### src/rtl/conv_frame_scheduler.sv
// Frame sequencer for the 5x5 convolution unit: raster-scans the output frame, gathers each
// zero-padded neighbourhood from the source RAM, runs the convolution and stores the result byte.
module conv_frame_scheduler #(
  parameter int IMG_W  = 8,
  parameter int IMG_H  = 8,
  parameter int ADDR_W = 17
) (
  input  logic              clk,
  input  logic              reset,
  input  logic              cmd_start,
  input  logic [1:0]        cmd_sel,
  output logic              busy,
  output logic              frame_done,
  output logic [ADDR_W-1:0] rd_addr,
  input  logic [7:0]        rd_data,
  output logic [ADDR_W-1:0] wr_addr,
  output logic [7:0]        wr_data,
  output logic              wr_en,
  output logic [199:0]      conv_window,
  output logic [1:0]        conv_sel,
  output logic              conv_start,
  input  logic              conv_done,
  input  logic [23:0]       conv_result
);

  localparam int ROW_W = (IMG_H > 32'sd1) ? $clog2(IMG_H) : 32'sd1;
  localparam int COL_W = (IMG_W > 32'sd1) ? $clog2(IMG_W) : 32'sd1;
  localparam int KW    = 32'sd5;
  localparam int HALF  = 32'sd2;

  typedef enum logic [2:0] {
    ST_IDLE     = 3'd0,
    ST_FETCH    = 3'd1,
    ST_CONV     = 3'd2,
    ST_WAIT_LOW = 3'd3,
    ST_WRITE    = 3'd4,
    ST_NEXT     = 3'd5
  } state_e;

  state_e              state_q, state_d;
  logic [ROW_W-1:0]    row_q, row_d;
  logic [COL_W-1:0]    col_q, col_d;
  logic [4:0]          k_q, k_d;
  logic [1:0]          sel_q, sel_d;
  logic                busy_q, busy_d;
  logic                frame_done_q, frame_done_d;
  logic [ADDR_W-1:0]   rd_addr_q, rd_addr_d;
  logic [ADDR_W-1:0]   wr_addr_q, wr_addr_d;
  logic [7:0]          wr_data_q, wr_data_d;
  logic                wr_en_q, wr_en_d;
  logic                conv_start_q, conv_start_d;
  logic [7:0]          result_q, result_d;
  logic                inb_q, inb_d;
  logic                cap_inb_q, cap_inb_d;
  logic [7:0]          win_q [25];
  logic [7:0]          win_d [25];
  logic                issue_s;
  logic [ADDR_W:0]     tap_s;
  logic [4:0]          cap_idx_s;
  logic                unused_s;

  // Returns {in_bounds, address} of tap k of the window centred on (row, col).
  function automatic logic [ADDR_W:0] tap_info(input int row, input int col, input int k);
    int   y;
    int   x;
    logic inb;
    y   = row + k / KW - HALF;
    x   = col + k % KW - HALF;
    inb = (y >= 32'sd0) && (y < IMG_H) && (x >= 32'sd0) && (x < IMG_W);
    return {inb, ADDR_W'(y * IMG_W + x)};
  endfunction

  assign unused_s = ^conv_result[15:8];

  // Next-state, datapath and output computation.
  always_comb begin
    state_d      = state_q;
    row_d        = row_q;
    col_d        = col_q;
    k_d          = k_q;
    sel_d        = sel_q;
    busy_d       = busy_q;
    frame_done_d = 1'b0;
    rd_addr_d    = rd_addr_q;
    wr_addr_d    = wr_addr_q;
    wr_data_d    = wr_data_q;
    wr_en_d      = 1'b0;
    conv_start_d = 1'b0;
    result_d     = result_q;
    inb_d        = 1'b0;
    cap_inb_d    = inb_q;
    win_d        = win_q;
    issue_s      = 1'b0;
    tap_s        = '0;
    cap_idx_s    = k_q - 5'd1;

    case (state_q)
      ST_IDLE: begin
        // The frame_done cycle is still part of the finished frame.
        if (cmd_start && !frame_done_q) begin
          sel_d   = cmd_sel;
          row_d   = '0;
          col_d   = '0;
          k_d     = 5'd0;
          busy_d  = 1'b1;
          state_d = ST_FETCH;
          issue_s = 1'b1;
          tap_s   = tap_info(32'sd0, 32'sd0, 32'sd0);
        end else begin
          state_d = ST_IDLE;
        end
      end
      ST_FETCH: begin
        // Cycle k captures the tap addressed in cycle k-1 while addressing tap k+1.
        if (k_q != 5'd0) begin
          win_d[cap_idx_s] = cap_inb_q ? rd_data : 8'h00;
        end else begin
          win_d = win_q;
        end
        if (k_q < 5'd24) begin
          issue_s = 1'b1;
          tap_s   = tap_info(int'(row_q), int'(col_q), int'(k_q) + 32'sd1);
        end else begin
          issue_s = 1'b0;
        end
        if (k_q == 5'd25) begin
          k_d          = 5'd0;
          conv_start_d = 1'b1;
          state_d      = ST_CONV;
        end else begin
          k_d = k_q + 5'd1;
        end
      end
      ST_CONV: begin
        if (conv_done) begin
          result_d = sel_q[1] ? conv_result[23:16] : conv_result[7:0];
          state_d  = ST_WAIT_LOW;
        end else begin
          conv_start_d = 1'b1;
        end
      end
      ST_WAIT_LOW: begin
        wr_en_d   = 1'b1;
        wr_addr_d = ADDR_W'(int'(row_q) * IMG_W + int'(col_q));
        wr_data_d = result_q;
        state_d   = ST_WRITE;
      end
      ST_WRITE: begin
        state_d = ST_NEXT;
      end
      ST_NEXT: begin
        if ((row_q == ROW_W'(IMG_H - 32'sd1)) && (col_q == COL_W'(IMG_W - 32'sd1))) begin
          frame_done_d = 1'b1;
          busy_d       = 1'b0;
          row_d        = '0;
          col_d        = '0;
          state_d      = ST_IDLE;
        end else begin
          if (col_q == COL_W'(IMG_W - 32'sd1)) begin
            col_d = '0;
            row_d = row_q + ROW_W'(1'b1);
          end else begin
            col_d = col_q + COL_W'(1'b1);
          end
          k_d     = 5'd0;
          state_d = ST_FETCH;
          issue_s = 1'b1;
          tap_s   = tap_info(int'(row_d), int'(col_d), 32'sd0);
        end
      end
      default: begin
        state_d = ST_IDLE;
        busy_d  = 1'b0;
      end
    endcase

    // Out-of-frame taps leave the read address untouched.
    if (issue_s) begin
      inb_d = tap_s[ADDR_W];
      if (tap_s[ADDR_W]) begin
        rd_addr_d = tap_s[ADDR_W-1:0];
      end else begin
        rd_addr_d = rd_addr_q;
      end
    end else begin
      inb_d = 1'b0;
    end
  end

  // State and output registers.
  always_ff @(posedge clk or posedge reset) begin
    if (reset) begin
      state_q      <= ST_IDLE;
      row_q        <= '0;
      col_q        <= '0;
      k_q          <= 5'd0;
      sel_q        <= 2'b00;
      busy_q       <= 1'b0;
      frame_done_q <= 1'b0;
      rd_addr_q    <= '0;
      wr_addr_q    <= '0;
      wr_data_q    <= 8'h00;
      wr_en_q      <= 1'b0;
      conv_start_q <= 1'b0;
      result_q     <= 8'h00;
      inb_q        <= 1'b0;
      cap_inb_q    <= 1'b0;
      win_q        <= '{default: 8'h00};
    end else begin
      state_q      <= state_d;
      row_q        <= row_d;
      col_q        <= col_d;
      k_q          <= k_d;
      sel_q        <= sel_d;
      busy_q       <= busy_d;
      frame_done_q <= frame_done_d;
      rd_addr_q    <= rd_addr_d;
      wr_addr_q    <= wr_addr_d;
      wr_data_q    <= wr_data_d;
      wr_en_q      <= wr_en_d;
      conv_start_q <= conv_start_d;
      result_q     <= result_d;
      inb_q        <= inb_d;
      cap_inb_q    <= cap_inb_d;
      win_q        <= win_d;
    end
  end

  for (genvar i = 0; i < 25; i++) begin : g_win
    assign conv_window[8*i +: 8] = win_q[i];
  end

  assign busy       = busy_q;
  assign frame_done = frame_done_q;
  assign rd_addr    = rd_addr_q;
  assign wr_addr    = wr_addr_q;
  assign wr_data    = wr_data_q;
  assign wr_en      = wr_en_q;
  assign conv_sel   = sel_q;
  assign conv_start = conv_start_q;

endmodule
### config.mk
export PLATFORM = sky130hd
export DESIGN_NAME = conv_frame_scheduler
export DESIGN_NICKNAME = d
export VERILOG_FILES = /design/src/rtl/conv_frame_scheduler.sv
export SDC_FILE = /design/constraint.sdc
export NUM_CORES = 1
export LEC_CHECK = 0
export CORE_UTILIZATION = 48
export CTS_BUF_LIST = sky130_fd_sc_hd__clkbuf_4
export CTS_CLUSTER_SIZE = 12
export DETAILED_ROUTE_END_ITERATION = 7
export HOLD_SLACK_MARGIN = 0.12
export PLACE_DENSITY_LB_ADDON = 0.08
export SETUP_SLACK_MARGIN = 0.4
export SLEW_MARGIN = 20
export SYNTH_ARGS = -nofsm -noshare
export SYNTH_HDL_FRONTEND = slang
export SYNTH_SLANG_ARGS = --single-unit
### constraint.sdc
create_clock -name clk -period 28.4 [get_ports clk]
set_input_delay 5.68 -clock clk [delete_from_list [all_inputs] [get_ports clk]]
set_output_delay 5.68 -clock clk [all_outputs]
set_load 0.02 [all_outputs]
==> results.sh <==
export IMPL_status="finished with violations"
export IMPL_violations="DRC"
export IMPL_grt_ovfl_total=0
export IMPL_antenna_found_initial=1
export IMPL_clkLatencyLatePin_ns=0.70
export IMPL_cts_buffers=70
export IMPL_grt_pass1_wl_um=60170
export IMPL_viasPerCell=5.430
export IMPL_ys_types=90
export IMPL_required_ns=28.94
export IMPL_synthTopCellsByArea="dfrtp_1 45%, mux2_2 13%, ha_1 6.6%"
export IMPL_grt_start_max_net_pins=158
export IMPL_cts_root_buf="clkbuf_4"
export IMPL_die_y_um=175.5
export IMPL_async_reset_ff_frac=1.000
export IMPL_r2r_end="rd_addr[16]$_DFFE_PP0P_"
export IMPL_crit_family="compound AO/OA/AOI/OAI gates"
export IMPL_grtUsageTotal=0.2480
export IMPL_hold_depth=0
export IMPL_core_area_sq_um=29640
export IMPL_syn_inst=1370
export IMPL_nets=1773
export IMPL_cts_resized=0
export IMPL_place_hpwl_um=27430
export IMPL_maxSlewHeadroom=0.2188
export IMPL_worstReg2RegStart="k_q[0]$_DFFE_PP0P_"
export IMPL_min_from="cap_inb_d$_DFF_PP0_"
export IMPL_placedInstanceArea_sq_um=17360
export IMPL_io_pins=286
export IMPL_hold_violations=0
export IMPL_synth_seq_cells=261
export IMPL_rows=63
export IMPL_cts_hold_repair_buffers=0
export IMPL_gp_congestion=0.8936
export IMPL_fin_crit_sh=0.3870
export IMPL_h_tree_depth=3
export IMPL_reg2reg_slack_ns=17.41
export IMPL_yosysTopAreaCell="dfrtp_1"
export IMPL_cp_data_arrival_time_ns=11.53
export IMPL_detail_route_antenna_nets=0
export IMPL_holdPathEnd="cap_inb_q$_DFF_PP0_"
export IMPL_slew_viol_final=0
export IMPL_num_fill_cells=2592
export IMPL_routed_wirelength_um=38090
export IMPL_max_stage_delay_ns=0.97
export IMPL_cp_slowest_cell="a2111oi_0"
export IMPL_synth_edff_count=0
export IMPL_avgRoutedWirePerCell_um=18.25
export IMPL_start_util=0.4875
export IMPL_design_area_sq_um=18180
export IMPL_drive_above_1_share=0.1904
export IMPL_syn_area_sq_um=14450
export IMPL_setup_viol=0
export IMPL_path_buf_inv=3
export IMPL_synth_top_area_frac=0.4521
export IMPL_cp_max_fo=18
export IMPL_first_global_vias=10935
export IMPL_dr_total_vias=11333
export IMPL_die_w_um=175.5
export IMPL_endpoint_kind="flip-flop"
export IMPL_ys_seq_area_frac=0.4521
export IMPL_start_kind="flip-flop"
export IMPL_period_needed_ns=10.99
export IMPL_cap_viol_max_count=0
export IMPL_yosys_warnings=0
export IMPL_cts_tree="yes"
export IMPL_io_buffers=266
export IMPL_cts_clk_slew_worst_paths_ns=0.07
export IMPL_critical_path_class="flip-flop to flip-flop"
export IMPL_cts_setup_buffers=0
export IMPL_cts_buffer_depth=3
export IMPL_numClockSinks=261
export IMPL_avgSynthCellArea_sq_um=10.55
export IMPL_r2r_cells=43
export IMPL_fmax_ghz=0.09098
export IMPL_drt_pass1_iterations=8
export IMPL_synth_main_ff_cell="dfrtp_1"
export IMPL_hold_path_class="flip-flop to flip-flop"
export IMPL_drt_initial_drc_count=624
export IMPL_tightestPinTransition_ns=1.142
export IMPL_path_common_cell="ha_1"
export IMPL_rsz0062_at_grt="false"
export IMPL_skew_ns=0.08298
export IMPL_final_setup_tns_ns=0
export IMPL_area_growth_pct=25.84
export IMPL_dieArea_sq_um=30800
export IMPL_drc=2
## kinds of logic (layout without fill, tap and decap cells)
logic type,Yosys count,count (layout),synth area share
fa+ha+maj,80,80,0.07136
buf+inv,144,460,0.04330
mux,197,197,0.1547
compound gates,294,294,0.1326
other cells,1,12,0.0002596
simple gates,349,349,0.1175
xor+xnor,44,44,0.02823
flops,261,261,0.4521
## cells in the final DEF, fill, tap and decap left out, types with 9 or more instances in the layout
master	Yosys	layout
and2_1	14	13
clkdlybuf4s50_1	0	266
inv_1	72	71
o211ai_1	13	13
nor3_1	16	16
clkinv_1	0	14
conb_1	1	11
ha_1	76	76
a21oi_1	71	71
xor2_1	16	16
dfrtp_1	261	261
nand3_1	22	22
mux2_2	171	171
o21a_1	9	9
or2_2	12	12
and3_1	11	11
o31ai_1	13	13
nand2_1	126	126
o21bai_1	9	9
mux2i_1	11	11
nor2_1	79	79
a21o_1	16	16
xnor2_1	25	25
clkbuf_4	0	92
nand2b_1	18	18
o21ai_0	88	88
## flip-flops by register name (all words and copies together) (netlist names)
signal and count:
wr_data 8, col_q 3, row_q 3, rd_addr 17
conv_start 1, wr_addr 6, cap_inb_d 1, conv_window 200
busy 1, result_q 8, conv_sel 2, wr_en 1
state_q 3, k_q 5, cap_inb_q 1, frame_done 1
## stage by stage
stage	setup WS [ns]	util	std cells	hold WS, ns
floorplan	15.54	-	1380	0.3312
global placement	17.70	0.5856	1973	0.3417
detailed placement	17.62	0.5856	1973	0.3484
CTS	17.64	0.6131	2086	0.3262
global route	16.67	0.6134	2087	0.3468
finish	17.41	0.6134	2087	0.3397
## per-layer routing
layer	vias up	global-route usage	part of all wire
met4	0	0.08478	0.026
met1	5488	0.3339	0.44
met5	-	0	0
met2	331	0.4026	0.48
li1	5447	-	-
met3	67	0.04524	0.053
## how the worst max path moves through the flow
stage	from	end	cells after the start
finish	k_q[0]$_DFFE_PP0P_	rd_addr[16]$_DFFE_PP0P_	43
global route	k_q[0]$_DFFE_PP0P_	rd_addr[16]$_DFFE_PP0P_	43
CTS	k_q[0]$_DFFE_PP0P_	rd_addr[16]$_DFFE_PP0P_	44
detailed placement	k_q[0]$_DFFE_PP0P_	rd_addr[16]$_DFFE_PP0P_	44
global placement	k_q[0]$_DFFE_PP0P_	rd_addr[15]$_DFFE_PP0P_	42
floorplan	reset	busy$_DFFE_PP0P_	1
## worst register-to-register path, delay by kind of cell, from the launching register on
family	cells	cell delay, ns
adder cells (fa/ha/maj)	7	2.32
AO/OA/AOI/OAI	15	4.06
flip-flops	1	0.80
AND/OR/NAND/NOR	12	2.17
buffers and inverters	3	0.28
XOR/XNOR	4	0.86
multiplexers	2	0.44
## cell type report
type / instances / area (sq um) / share of cell area
flip-flops and latches: 261 / 6531 / 0.3592
clock buffers: 92 / 690.7 / 0.03799
inverters: 75 / 301.5 / 0.01659
repair buffers: 272 / 2708 / 0.1489
diodes: 1 / 2.502 / 0.0001376
multi-input cells: 975 / 7335 / 0.4034
well taps: 390 / 488.0 / 0.02684
clock inverters: 21 / 125.1 / 0.006882
## synth_stat cells, types with 14 or more instances
cell type and n:
buf_4 15, xor2_1 16, nor3_1 16, nand2_1 126, xnor2_1 25, dfrtp_1 261
a21oi_1 71, nand2b_1 18, nand3_1 22, o21ai_0 88, ha_1 76, inv_1 72
and2_1 14, nor2_1 79, clkbuf_1 41, mux2_2 171, a21o_1 16
Power is not shown: default switching activity piles up to over one toggle a cycle in this logic, so the estimate is an artifact.
